### config.mk
export PLATFORM = sky130hd
export DESIGN_NAME = mips_mc_controller
export DESIGN_NICKNAME = d
export VERILOG_FILES = /design/src/rtl/mips_pkg.sv /design/src/rtl/mips_aludec.sv /design/src/rtl/mips_mc_controller.sv
export SDC_FILE = /design/constraint.sdc
export NUM_CORES = 1
export LEC_CHECK = 0
export ABC_CLOCK_PERIOD_IN_PS = 2300
export CORE_MARGIN = 1
export CORE_UTILIZATION = 30
export CTS_CLUSTER_DIAMETER = 200
export CTS_CLUSTER_SIZE = 28
export DETAILED_ROUTE_END_ITERATION = 8
export GPL_ROUTABILITY_DRIVEN = 0
export PLACE_DENSITY = 0.69
export SLEW_MARGIN = 20
export SYNTH_ARGS = -nofsm -noshare
export SYNTH_HDL_FRONTEND = slang
export SYNTH_HIERARCHICAL = 1
export SYNTH_SLANG_ARGS = --single-unit
### constraint.sdc
create_clock -name clk -period 2.3 [get_ports clk]
set_clock_uncertainty 0.2 [all_clocks]
set_input_delay 0.46 -clock clk [delete_from_list [all_inputs] [get_ports clk]]
set_output_delay 0.46 -clock clk [all_outputs]
set_load 0.1 [all_outputs]
### src/rtl/mips_pkg.sv
// rtl/mips_pkg.sv - shared encodings for the multicycle MIPS controller
package mips_pkg;

    typedef enum logic [3:0] {
        S_FETCH,
        S_DECODE,
        S_MEMADR,
        S_MEMRD,
        S_MEMWB,
        S_MEMWR,
        S_RTYPEEX,
        S_RTYPEWB,
        S_BEQEX,
        S_ADDIEX,
        S_ADDIWB,
        S_JEX
    } state_t;

    localparam logic [5:0] OP_LW    = 6'b100011;
    localparam logic [5:0] OP_SW    = 6'b101011;
    localparam logic [5:0] OP_RTYPE = 6'b000000;
    localparam logic [5:0] OP_BEQ   = 6'b000100;
    localparam logic [5:0] OP_ADDI  = 6'b001000;
    localparam logic [5:0] OP_J     = 6'b000010;

    localparam logic [5:0] FUNCT_ADD = 6'b100000;
    localparam logic [5:0] FUNCT_SUB = 6'b100010;
    localparam logic [5:0] FUNCT_AND = 6'b100100;
    localparam logic [5:0] FUNCT_OR  = 6'b100101;
    localparam logic [5:0] FUNCT_SLT = 6'b101010;

    localparam logic [1:0] ALUOP_ADD   = 2'b00;
    localparam logic [1:0] ALUOP_SUB   = 2'b01;
    localparam logic [1:0] ALUOP_FUNCT = 2'b10;

    localparam logic [2:0] ALUCTL_AND = 3'b000;
    localparam logic [2:0] ALUCTL_OR  = 3'b001;
    localparam logic [2:0] ALUCTL_ADD = 3'b010;
    localparam logic [2:0] ALUCTL_SUB = 3'b110;
    localparam logic [2:0] ALUCTL_SLT = 3'b111;

endpackage

### src/rtl/mips_aludec.sv
// rtl/mips_aludec.sv - combinational ALU decoder from aluop and funct
module mips_aludec
    import mips_pkg::*;
(
    input  logic [1:0] aluop,
    input  logic [5:0] funct,
    output logic [2:0] alucontrol
);

    always_comb begin
        alucontrol = ALUCTL_ADD;
        case (aluop)
            ALUOP_SUB: alucontrol = ALUCTL_SUB;
            ALUOP_FUNCT: begin
                case (funct)
                    FUNCT_ADD: alucontrol = ALUCTL_ADD;
                    FUNCT_SUB: alucontrol = ALUCTL_SUB;
                    FUNCT_AND: alucontrol = ALUCTL_AND;
                    FUNCT_OR:  alucontrol = ALUCTL_OR;
                    FUNCT_SLT: alucontrol = ALUCTL_SLT;
                    default:   alucontrol = ALUCTL_ADD;
                endcase
            end
            default: alucontrol = ALUCTL_ADD;
        endcase
    end

endmodule

### src/rtl/mips_mc_controller.sv
// rtl/mips_mc_controller.sv - Moore FSM sequencing the multicycle MIPS datapath
module mips_mc_controller
    import mips_pkg::*;
(
    input  logic       clk,
    input  logic       reset,
    input  logic [5:0] op,
    input  logic [5:0] funct,
    input  logic       zero,
    output logic       pcen,
    output logic       memwrite,
    output logic       irwrite,
    output logic       regwrite,
    output logic       iord,
    output logic       memtoreg,
    output logic       regdst,
    output logic       alusrca,
    output logic [1:0] alusrcb,
    output logic [1:0] pcsrc,
    output logic [2:0] alucontrol
);

    state_t     state, next_state;
    logic       pcwrite, branch;
    logic       memwrite_s, irwrite_s, regwrite_s;
    logic [1:0] aluop;

    always_ff @(posedge clk or negedge reset) begin
        if (!reset) state <= S_FETCH;
        else        state <= next_state;
    end

    always_comb begin
        next_state = S_FETCH;
        pcwrite    = 1'b0;
        branch     = 1'b0;
        memwrite_s = 1'b0;
        irwrite_s  = 1'b0;
        regwrite_s = 1'b0;
        iord       = 1'b0;
        memtoreg   = 1'b0;
        regdst     = 1'b0;
        alusrca    = 1'b0;
        alusrcb    = 2'b00;
        pcsrc      = 2'b00;
        aluop      = ALUOP_ADD;
        case (state)
            S_FETCH: begin
                alusrcb    = 2'b01;
                irwrite_s  = 1'b1;
                pcwrite    = 1'b1;
                next_state = S_DECODE;
            end
            S_DECODE: begin
                alusrcb = 2'b11;
                case (op)
                    OP_LW, OP_SW: next_state = S_MEMADR;
                    OP_RTYPE:     next_state = S_RTYPEEX;
                    OP_BEQ:       next_state = S_BEQEX;
                    OP_ADDI:      next_state = S_ADDIEX;
                    OP_J:         next_state = S_JEX;
                    default:      next_state = S_FETCH;
                endcase
            end
            S_MEMADR: begin
                alusrca    = 1'b1;
                alusrcb    = 2'b10;
                next_state = (op == OP_SW) ? S_MEMWR : S_MEMRD;
            end
            S_MEMRD: begin
                iord       = 1'b1;
                next_state = S_MEMWB;
            end
            S_MEMWB: begin
                memtoreg   = 1'b1;
                regwrite_s = 1'b1;
            end
            S_MEMWR: begin
                iord       = 1'b1;
                memwrite_s = 1'b1;
            end
            S_RTYPEEX: begin
                alusrca    = 1'b1;
                aluop      = ALUOP_FUNCT;
                next_state = S_RTYPEWB;
            end
            S_RTYPEWB: begin
                regdst     = 1'b1;
                regwrite_s = 1'b1;
            end
            S_BEQEX: begin
                alusrca = 1'b1;
                aluop   = ALUOP_SUB;
                pcsrc   = 2'b01;
                branch  = 1'b1;
            end
            S_ADDIEX: begin
                alusrca    = 1'b1;
                alusrcb    = 2'b10;
                next_state = S_ADDIWB;
            end
            S_ADDIWB: regwrite_s = 1'b1;
            S_JEX: begin
                pcsrc   = 2'b10;
                pcwrite = 1'b1;
            end
            default: next_state = S_FETCH;
        endcase
    end

    // Reset parks the FSM in FETCH, so only the strobes need explicit gating.
    assign pcen     = reset & (pcwrite | (branch & zero));
    assign memwrite = reset & memwrite_s;
    assign irwrite  = reset & irwrite_s;
    assign regwrite = reset & regwrite_s;

    mips_aludec u_aludec (
        .aluop      (aluop),
        .funct      (funct),
        .alucontrol (alucontrol)
    );

endmodule
==> results.md, run 1 <==
- Post-synth EDFFs: 0
- Number of hold-slack violations in the final timing report: 0
- Number of warning messages in the yosys log: 6
- Req. time, crit path: 1.64 ns
- Global-route wire length before repair: 3.125 mm
- Area delta synth->final: 153.1%
- Min Clock Period, post-route: 2.573 ns
- First-iteration detailed-routing DRC count: 16
- Post-synthesis sequential area ratio: 17.94%
- Floorplan die area: 2037 um^2
- Mean post-synth cell area: 7.541 um^2
- Final setup violation count: 5
- Post-route core utilization: 81.81%
- Highest clock rate: 388.6 MHz
- Inserted Clock Buffers: 3
- Clock latency of the later-clocked register in the worst-skew pair: 0.25 ns
- Switching power summed over all nets: 0.8574 mW
- Critical path startpoint category: register
- Fraction of layout cells with a size suffix above 1: 57.26%
- Final Worst Setup Slack: -0.2733 ns
- RR Endpoint: state[1]
- Sum of routed wire segments on met1: 835 um
- VDD IR-drop max: 0.8222 mV
- Total clock sinks: 4
- Max H-tree Level: 1
- Detailed route wirelength on metal2: 1.224 mm
- RSZ-0062 raised after global routing: true
- Clock tree from TritonCTS: yes
- IO buf count: 29
- Top flip-flop cell by instance count after synthesis: dfrtp_1
- Num ports: 30
- Via density per instance: 5.329
- Rows: 15
- Max-Cap Viols: 0
- Vias: 794
- Type of element capturing the critical path: output pin
- Netlist cell types: 35
- Initial Utilization: 32.32%
- Worst-path clk slew: 0.04 ns
- Fin. max-slew vios: 0
- Tot GR Track Use: 21.96%
- Result of the run: complete, but fails checks
- Post-detailed-route count of antenna-violating nets: 0
- Final Total Pwr: 1.523 mW
- Library cell used as clock root buffer: clkbuf_4
- Sequential fraction of design power: 8.6%
- Number of diodes: 0
- Tightest Hold Check Type: primary input to asynchronous set/reset pin
- Switching power share of the total: 56.29%
- Number of nets in the layout: 143
- HPWL reported at the end of detailed placement: 1.606 mm
- R2R cell count: 5
- Horizontal die dimension: 45.13 um
- Top layer used by detailed routing: met4
- Area of all placed cells without fillers: 1413 um^2
- Static Leak: 0.5634 nW
- Power share of the combinational group: 85.1%
- Worst slew margin relative to its limit: 73.12%
- Largest net degree at the start of global routing: 14
- Largest register by flop count: state
- Final routed wirelength across all metal layers: 2.198 mm
- Power per cell area: 1078 nW/um^2
- Register-to-Register Setup Slack: 0.57 ns
- Class of the most critical setup path: register to output pin
- Met3 WL: 101 um
- Yosys reg bits: 4
- Clock share of power: 6.4%
- Flip-flop count of the largest register after layout: 4
- Final cycle utilization of the critical path: 111.9%
- Number of iterations in the first detailed-routing pass: 4
- Worst-Margin Slew: 0.3977 ns
- Failing checks: negative setup slack
- Final routed DRC violation total: 0
- Internal: 0.6658 mW
- CP Data Arrival Time: 1.91 ns
- Height of the die: 45.13 um
- Routed length per instance: 14.75 um
- Peak fanout along the critical path: 4
- Remaining global-route overflow: 0
- Worst hold slack across all endpoints: 0.3047 ns
- Cell Area, Placed: 1280 um^2
- Area of the core region: 1727 um^2
- Gate Count Post-Synth: 74
- Number of antenna violations at the first check in global routing: 0
- Mapped cell area: 558.0 um^2
- Max clock buf depth: 2
- Via count of the first global-routing pass: 713
- Worst R2R Start: state[0]
- Largest registers in the final layout: state (4)
- Synth async-reset ratio: 100.0%
- Post-Synthesis Net Count: 91
cell usage in the layout (no fill, tap or decap), types with 5 or more instances in the layout:
master / instances
buf_12: 15
nor2_1: 5
clkdlybuf4s50_1: 14
buf_4: 18
inv_1: 5
stage by stage:
stage                     setup slack [ns]  setup TNS, ns  std cells
final                              -0.2733        -0.8348        149
after global routing               -0.3446         -1.312        149
after CTS                          -0.2936        -0.8837        146
after detailed placement           -0.1690        -0.3732        141
after global placement             -0.1118        -0.1931        141
after floorplan                    -0.3644         -1.921         74
power by group through the flow:
stage | clock (mW) | combinational [mW] | sequential (mW)
final | 0.0969 | 1.30 | 0.131
after global routing | 0.102 | 1.34 | 0.134
after CTS | 0.0975 | 1.22 | 0.129
after detailed placement | 0 | 1.17 | 0.118
after global placement | 0 | 1.16 | 0.119
after floorplan | 0 | 0.754 | 0.119
cell usage after synthesis, drive strengths merged (3+ instances only):
master   instances  area share, %
nor3             7            6.3
buf              4            4.0
a21oi            3            2.7
xor2             3            4.7
nand4bb          3            7.0
nand2            4            2.7
o21ai            5            4.5
nor2             6            4.0
inv              7            4.7
nor3b            3            4.9
dfrtp            4             18
layout make-up:
type | instances | area (um^2)
Clock buffer | 3 | 22.52
Fill cell | 109 | 314.1
Sequential cell | 4 | 101.3
Tap cell | 25 | 31.28
Timing Repair Buffer | 51 | 624.3
Multi-Input combinational cell | 59 | 606.8
Inverter | 7 | 26.28
worst max-delay path by stage:
stage | start | end
after CTS | state[3] | alucontrol[0]
final | state[3] | alucontrol[0]
after global routing | state[3] | alucontrol[0]
after detailed placement | funct[1] | alucontrol[1]
after global placement | funct[1] | alucontrol[1]
after floorplan | state[2] | alucontrol[0]
layer usage:
metal / GRT usage (%) / vias to the layer above
li1: - / 382
met1: 25.80 / 372
met2: 36.52 / 34
met3: 2.400 / 6
met4: 16.36 / 0
met5: 0 / -
worst max-delay path, cell delays in order, from the launching register on:
cell	delay (ns)
dfrtp_1	0.39
buf_4	0.14
nand2b_4	0.06
nor3_4	0.14
inv_2	0.07
ha_4	0.25
nand4bb_4	0.24
a21oi_4	0.17
buf_12	0.19
cell families after synthesis:
group           share of synthesized area (%)
compound gates                          21.75
fa+ha+maj                               4.484
simple gates                            42.38
xor+xnor                                4.709
flops                                   17.94
buf+inv                                 8.743
timing repair:
item,in CTS,in global routing
hold endpoints to repair,0,0
hold buffers,0,0
buffers inserted,3,3
gates resized for setup,10,9
pin swaps,5,8
endpoints found under the setup margin,4,8
Note: power is estimated with default switching activity, not from simulation.
==> run 2, diff against run 1 <==
--- a/config.mk
+++ b/config.mk
@@ -9,7 +9,6 @@
 export CORE_MARGIN = 1
 export CORE_UTILIZATION = 30
 export CTS_CLUSTER_DIAMETER = 200
-export CTS_CLUSTER_SIZE = 28
 export DETAILED_ROUTE_END_ITERATION = 8
 export GPL_ROUTABILITY_DRIVEN = 0
 export PLACE_DENSITY = 0.69
==> results of run 2 <==
Same layout as run 1: the final DEF is identical, and so are final timing and power.
